--- config.mk ---
export PLATFORM = sky130hd
export DESIGN_NAME = map_updater
export DESIGN_NICKNAME = d
export VERILOG_FILES = /design/src/rtl/map_updater.sv
export SDC_FILE = /design/constraint.sdc
export NUM_CORES = 1
export LEC_CHECK = 0
export CAP_MARGIN = 20
export CELL_PAD_IN_SITES_DETAIL_PLACEMENT = 1
export CELL_PAD_IN_SITES_GLOBAL_PLACEMENT = 1
export CORE_AREA = 2 2 356 358
export CTS_BUF_LIST = sky130_fd_sc_hd__clkbuf_8
export DETAILED_ROUTE_END_ITERATION = 12
export DIE_AREA = 0 0 358 360
export HOLD_SLACK_MARGIN = 0.02
export PLACE_DENSITY_LB_ADDON = 0.05
export SLEW_MARGIN = 20
export SYNTH_ARGS = -nofsm -noshare
export SYNTH_HDL_FRONTEND = slang
export SYNTH_SLANG_ARGS = --single-unit
--- constraint.sdc ---
create_clock -name clk -period 3.4 [get_ports clk]
set_input_delay 0.51 -clock clk [delete_from_list [all_inputs] [get_ports clk]]
set_output_delay 0.51 -clock clk [all_outputs]
set_load 0.02 [all_outputs]
--- src/rtl/map_updater.sv ---
// map_updater: queues tile-write requests and commits them to a registered
// tile map during vblank, and fills the whole map from a single
// clear_start pulse.
//
// Ports
//   clk, reset          sole clock; synchronous active-high reset
//   req_valid/req_ready tile-write handshake (req_x, req_y, req_tile)
//   clear_start         one-cycle pulse; fills the map with fill_tile
//   vblank              commit window; the map changes only while high
//   map                 COLS*ROWS 3-bit codes, entry i at map[i*3 +: 3]
//   busy                high while a fill is running or requests are queued
//   err                 one-cycle pulse after a rejected request or bad fill code
//
// state | meaning
// IDLE  | FIFO empty, nothing to commit
// DRAIN | FIFO holds requests; one is committed per vblank cycle
// CLEAR | whole-map fill in progress; requests are held off
module map_updater #(
    parameter int COLS  = 20,
    parameter int ROWS  = 15,
    parameter int DEPTH = 4
) (
    input  logic                       clk,
    input  logic                       reset,
    input  logic                       req_valid,
    output logic                       req_ready,
    input  logic [4:0]                 req_x,
    input  logic [3:0]                 req_y,
    input  logic [2:0]                 req_tile,
    input  logic                       clear_start,
    input  logic [2:0]                 fill_tile,
    input  logic                       vblank,
    output logic [COLS*ROWS*3-1:0]     map,
    output logic                       busy,
    output logic                       err
);

    localparam int NT = COLS * ROWS;
    localparam int IW = $clog2(NT);
    localparam int PW = $clog2(DEPTH);
    localparam int CW = PW + 1;
    localparam logic [IW-1:0] LAST = IW'(NT - 1);

    localparam logic [1:0] IDLE  = 2'd0;
    localparam logic [1:0] DRAIN = 2'd1;
    localparam logic [1:0] CLEAR = 2'd2;

    logic [1:0]      state;
    logic [CW-1:0]   count;
    logic [CW-1:0]   count_next;
    logic [PW-1:0]   wr_ptr;
    logic [PW-1:0]   rd_ptr;
    logic [IW+2:0]   fifo_mem [DEPTH];
    logic [IW-1:0]   clr_idx;
    logic [2:0]      fill_code;
    logic [2:0]      tiles [NT];

    logic            accept;
    logic            illegal;
    logic            push;
    logic            pop;
    logic [IW-1:0]   req_idx;
    logic            wr_en;
    logic [IW-1:0]   wr_idx;
    logic [2:0]      wr_code;

    // Ready comes from the registered count, so a full FIFO stays not-ready
    // even in a cycle where an entry is being popped.
    assign req_ready = (count != CW'(DEPTH)) && (state != CLEAR) && !clear_start;
    assign accept    = req_valid && req_ready;
    assign illegal   = (int'(req_x) >= COLS) || (int'(req_y) >= ROWS) || (req_tile > 3'd4);
    assign req_idx   = IW'(req_y) * IW'(COLS) + IW'(req_x);
    assign push      = accept && !illegal;
    assign pop       = (state == DRAIN) && vblank && (count != '0) && !clear_start;
    assign busy      = (state != IDLE) || (count != '0);

    always_comb begin
        count_next = count + CW'(push) - CW'(pop);
    end

    // Pop and fill writes are mutually exclusive (DRAIN vs CLEAR), so the map
    // needs only one write port.
    always_comb begin
        wr_en   = 1'b0;
        wr_idx  = '0;
        wr_code = '0;
        if (pop) begin
            wr_en   = 1'b1;
            wr_idx  = fifo_mem[rd_ptr][IW+2:3];
            wr_code = fifo_mem[rd_ptr][2:0];
        end else if ((state == CLEAR) && vblank && !clear_start) begin
            wr_en   = 1'b1;
            wr_idx  = clr_idx;
            wr_code = fill_code;
        end
    end

    always_ff @(posedge clk) begin
        if (push) begin
            fifo_mem[wr_ptr] <= {req_idx, req_tile};
        end
    end

    always_ff @(posedge clk) begin
        if (reset) begin
            state     <= IDLE;
            count     <= '0;
            wr_ptr    <= '0;
            rd_ptr    <= '0;
            clr_idx   <= '0;
            fill_code <= '0;
            err       <= 1'b0;
        end else begin
            err <= (accept && illegal) || (clear_start && (fill_tile > 3'd4));
            if (clear_start) begin
                // Flush queued requests and (re)start the fill from index 0.
                state     <= CLEAR;
                count     <= '0;
                wr_ptr    <= '0;
                rd_ptr    <= '0;
                clr_idx   <= '0;
                fill_code <= (fill_tile > 3'd4) ? 3'd0 : fill_tile;
            end else if (state == CLEAR) begin
                if (vblank) begin
                    if (clr_idx == LAST) begin
                        state   <= IDLE;
                        clr_idx <= '0;
                    end else begin
                        clr_idx <= clr_idx + 1'b1;
                    end
                end
            end else begin
                if (push) wr_ptr <= wr_ptr + 1'b1;
                if (pop)  rd_ptr <= rd_ptr + 1'b1;
                count <= count_next;
                // Entering DRAIN on the push edge lets the entry commit on
                // the very next edge.
                state <= (count_next != '0) ? DRAIN : IDLE;
            end
        end
    end

    always_ff @(posedge clk) begin
        if (reset) begin
            for (int i = 0; i < NT; i++) begin
                tiles[i] <= 3'd0;
            end
        end else if (wr_en) begin
            tiles[wr_idx] <= wr_code;
        end
    end

    for (genvar g = 0; g < NT; g++) begin : g_map
        assign map[g*3 +: 3] = tiles[g];
    end

endmodule

==> results.yml <==
status:
  status: "finished clean"
clocking:
  insertion_delay_ns: 0.93
  cts_tree: "done"
  htree_levels: 4
  cts_hold_buffers: 0
  cts-root-buf: "clkbuf_8"
  clk_pin_slew_ns: 0.06
  clockBufferDepth: 3
  numCtsBuffers: 171
  cts_sinks: 972
pwr:
  power_switching_mw: 6.440
  internal-power_mw: 19.56
  p_clk_share_pct: 39.4
  p_seq_share_pct: 52.6
  ir_drop_v: 0.0003362
  netSwitchingFraction_pct: 24.76
  leakagePower_nw: 19.37
  pwr-share-comb_pct: 8.0
  power_density_mw_per_mm2: 463.1
synthesis:
  netlist_top_cells_count: "edfxtp_1 (948), nor2_1 (909), o21bai_1 (301)"
  synth_top_area_share_pct: 74.88
  synth_cell_types: 62
  ys_seq_area_share_pct: 76.15
  yosysWarnings: 0
  synth_edf_count: 948
  netlist_area_mm2: 0.03802
  synth_top_area_cell: "edfxtp_1"
  async_reset_ff_share_pct: 0
  synth-seq-cells: 972
  synth_area_leaders: "edfxtp_1 (75%), nor2_1 (9.0%), o21bai_1 (5.9%), clkbuf_1 (2.1%), dfxtp_1 (1.3%)"
  netlist_instances: 2770
  avgSynthCellArea_um2: 13.72
  synthFlopType: "edfxtp_1"
  yosysMostFrequentCell: "edfxtp_1"
  synth_nets: 2807
grt:
  grt_pass1_vias: 29810
  antenna_found_initial: 2
  grt.total_usage_pct: 25.67
  grt_max_degree: 149
  grt_first_pass_wirelength_mm: 231.1
  overflow: 0
route:
  num_vias: 27990
  highest_layer: "met4"
  vias_per_cell: 4.839
  first_pass_iters: 7
  wl_mm: 167.9
  drc_errors: 0
  ant_nets: 0
  wl_met1_mm: 62.58
  wl_met2_mm: 84.93
  wl_met3_mm: 12.10
  wl_per_cell_um: 29.03
  drtIter0Drc: 1664
placed_design:
  hpwl_mm: 124.0
  portBuffers: 922
  gp_congestion: 0.8459
  dpl_worst_slack_ns: -0.5473
floorplan:
  coreArea_mm2: 0.1249
  die_w_um: 358
  dieArea_mm2: 0.1289
  ios: 923
  rows: 130
  die_y_um: 360
  start_util_pct: 30.43
timing:
  setup_viol: 0
  report.final.slew_viol_count: 0
  period_needed_ns: 3.249
  hold_violations: 0
  layout_setup_ws_ns: 0.1509
  grt_setup_unrepaired: "false"
  final.setup_skew_ns: 0.06738
  finalSetupTns_ns: 0
  worst_pin_slew_ns: 1.153
  fmax_ghz: 0.3078
  slew_headroom_pct: 23.17
  finalCritPeriodShare_pct: 95.56
worst_setup_path:
  cp_max_fo: 11
  crit_path_start_kind: "register"
  crit_path_end_kind: "output port"
  cp_slowest_cell: "clkdlybuf4s50_1"
  cp_top_family: "simple AND/OR/NAND/NOR gates"
  critical_path.cell_chain: "or3_4 > or3_1 > clkdlybuf4s50_1"
  max_stage_delay_ns: 0.58
  arrival_ns: 2.74
  crit_type: "register to output port"
  critical_path_required_ns: 2.89
  path_buf_inv: 1
layout:
  multi_input_area_mm2: 0.008107
  nNetsFinal: 4039
  fillCellCount: 12910
  regArea_mm2: 0.02895
  drive_above_1_share_pct: 16.47
  syn2layout_area_growth_pct: 47.72
min_path:
  hp-class: "primary input to register"
job:
  drv_cap: 0
==> placed cells by master (no fill, tap or decap), drive strengths merged, types with 5 or more instances in the layout <==
cell and instances:
a21oi 16, a32oi 9, and2 7, and3 6
buf 411, bufinv 6, clkbuf 171, clkdlybuf4s50 921
clkinv 51, clkinvlp 6, dfxtp 24, diode 5
edfxtp 948, ha 14, inv 84, mux4 12
nand2 30, nand3 67, nand4 15, nor2 909
nor2b 5, nor3 27, nor4 6, o21ai 12
o21bai 301, or3 8, xnor2 8, xor2 9
==> repair_timing <==
| item | in CTS | in global routing |
|---|---|---|
| gates resized for setup | 1 | 0 |
| buffers inserted | 0 | 0 |
| setup endpoints to repair | 1 | 0 |
==> power by group through the flow <==
stage,Clock [mW],Sequential [mW],Combinational [mW]
6_report,10.2,13.7,2.08
5_1_grt,11.0,13.7,2.16
4_1_cts,10.5,13.7,2.10
3_5_place_dp,0,13.9,2.09
3_3_place_gp,0,13.9,2.06
2_1_floorplan,0,14.4,0.380
==> state kept, by name, summed over array words and instances (netlist names), named ones only <==
signal	cells
tiles	900
fifo_mem	48
clr_idx	9
count	3
fill_code	3
rd_ptr	2
state	2
wr_ptr	2
err	1
==> cell type report <==
type / count / area share (%)
Inverter: 18 / 0.1203
Clock buffer: 171 / 4.191
Multi-Input combinational cell: 1507 / 14.44
Sequential cell: 972 / 51.55
Tap cell: 1650 / 3.676
Antenna cell: 5 / 0.02228
Clock inverter: 129 / 1.384
Timing Repair Buffer: 1332 / 24.62
==> stage by stage <==
stage / utilization, % / instances / power (mW) / hold slack (ns) / instance area (um^2)
floorplan: - / 2770 / 14.75 / 0.4523 / 38020
detailed placement: 42.43 / 5479 / 16.02 / 0.5066 / 53010
global route: 44.95 / 5782 / 26.88 / 0.2111 / 56150
finish: 44.95 / 5784 / 26.00 / 0.2485 / 56160
global placement: 42.43 / 5479 / 15.98 / 0.4978 / 53010
CTS: 44.94 / 5779 / 26.30 / 0.1502 / 56140
==> layer usage <==
| layer | track usage [%] | vias up |
|---|---|---|
| met1 | 28.56 | 14340 |
| li1 | - | 12270 |
| met2 | 44.80 | 1089 |
| met4 | 12.57 | 0 |
| met5 | 0 | - |
| met3 | 7.169 | 288 |
==> logic make-up (layout without fill, tap and decap cells) <==
kind of cell	after synthesis	in the layout	share of synthesized area, %
mux	15	15	0.7899
flops	972	972	76.15
simple gates	1097	1097	11.91
other cells	0	5	0
fa+ha+maj	17	17	0.6188
buf+inv	291	1650	3.031
xor+xnor	17	17	0.3917
compound gates	361	361	7.109
==> final timing paths <==
kind,startpoint,end,slack (ns),depth (start not counted)
setup / recovery,count[2],busy,0.15,3
hold / removal,req_x[0],fifo_mem[0][3],0.25,1
setup reg to reg,register,tiles[155][0],0.22,7
hold reg to reg,fill_code[0],fill_code[0],0.51,2
No activity file was read; power rests on OpenSTA's default activity.
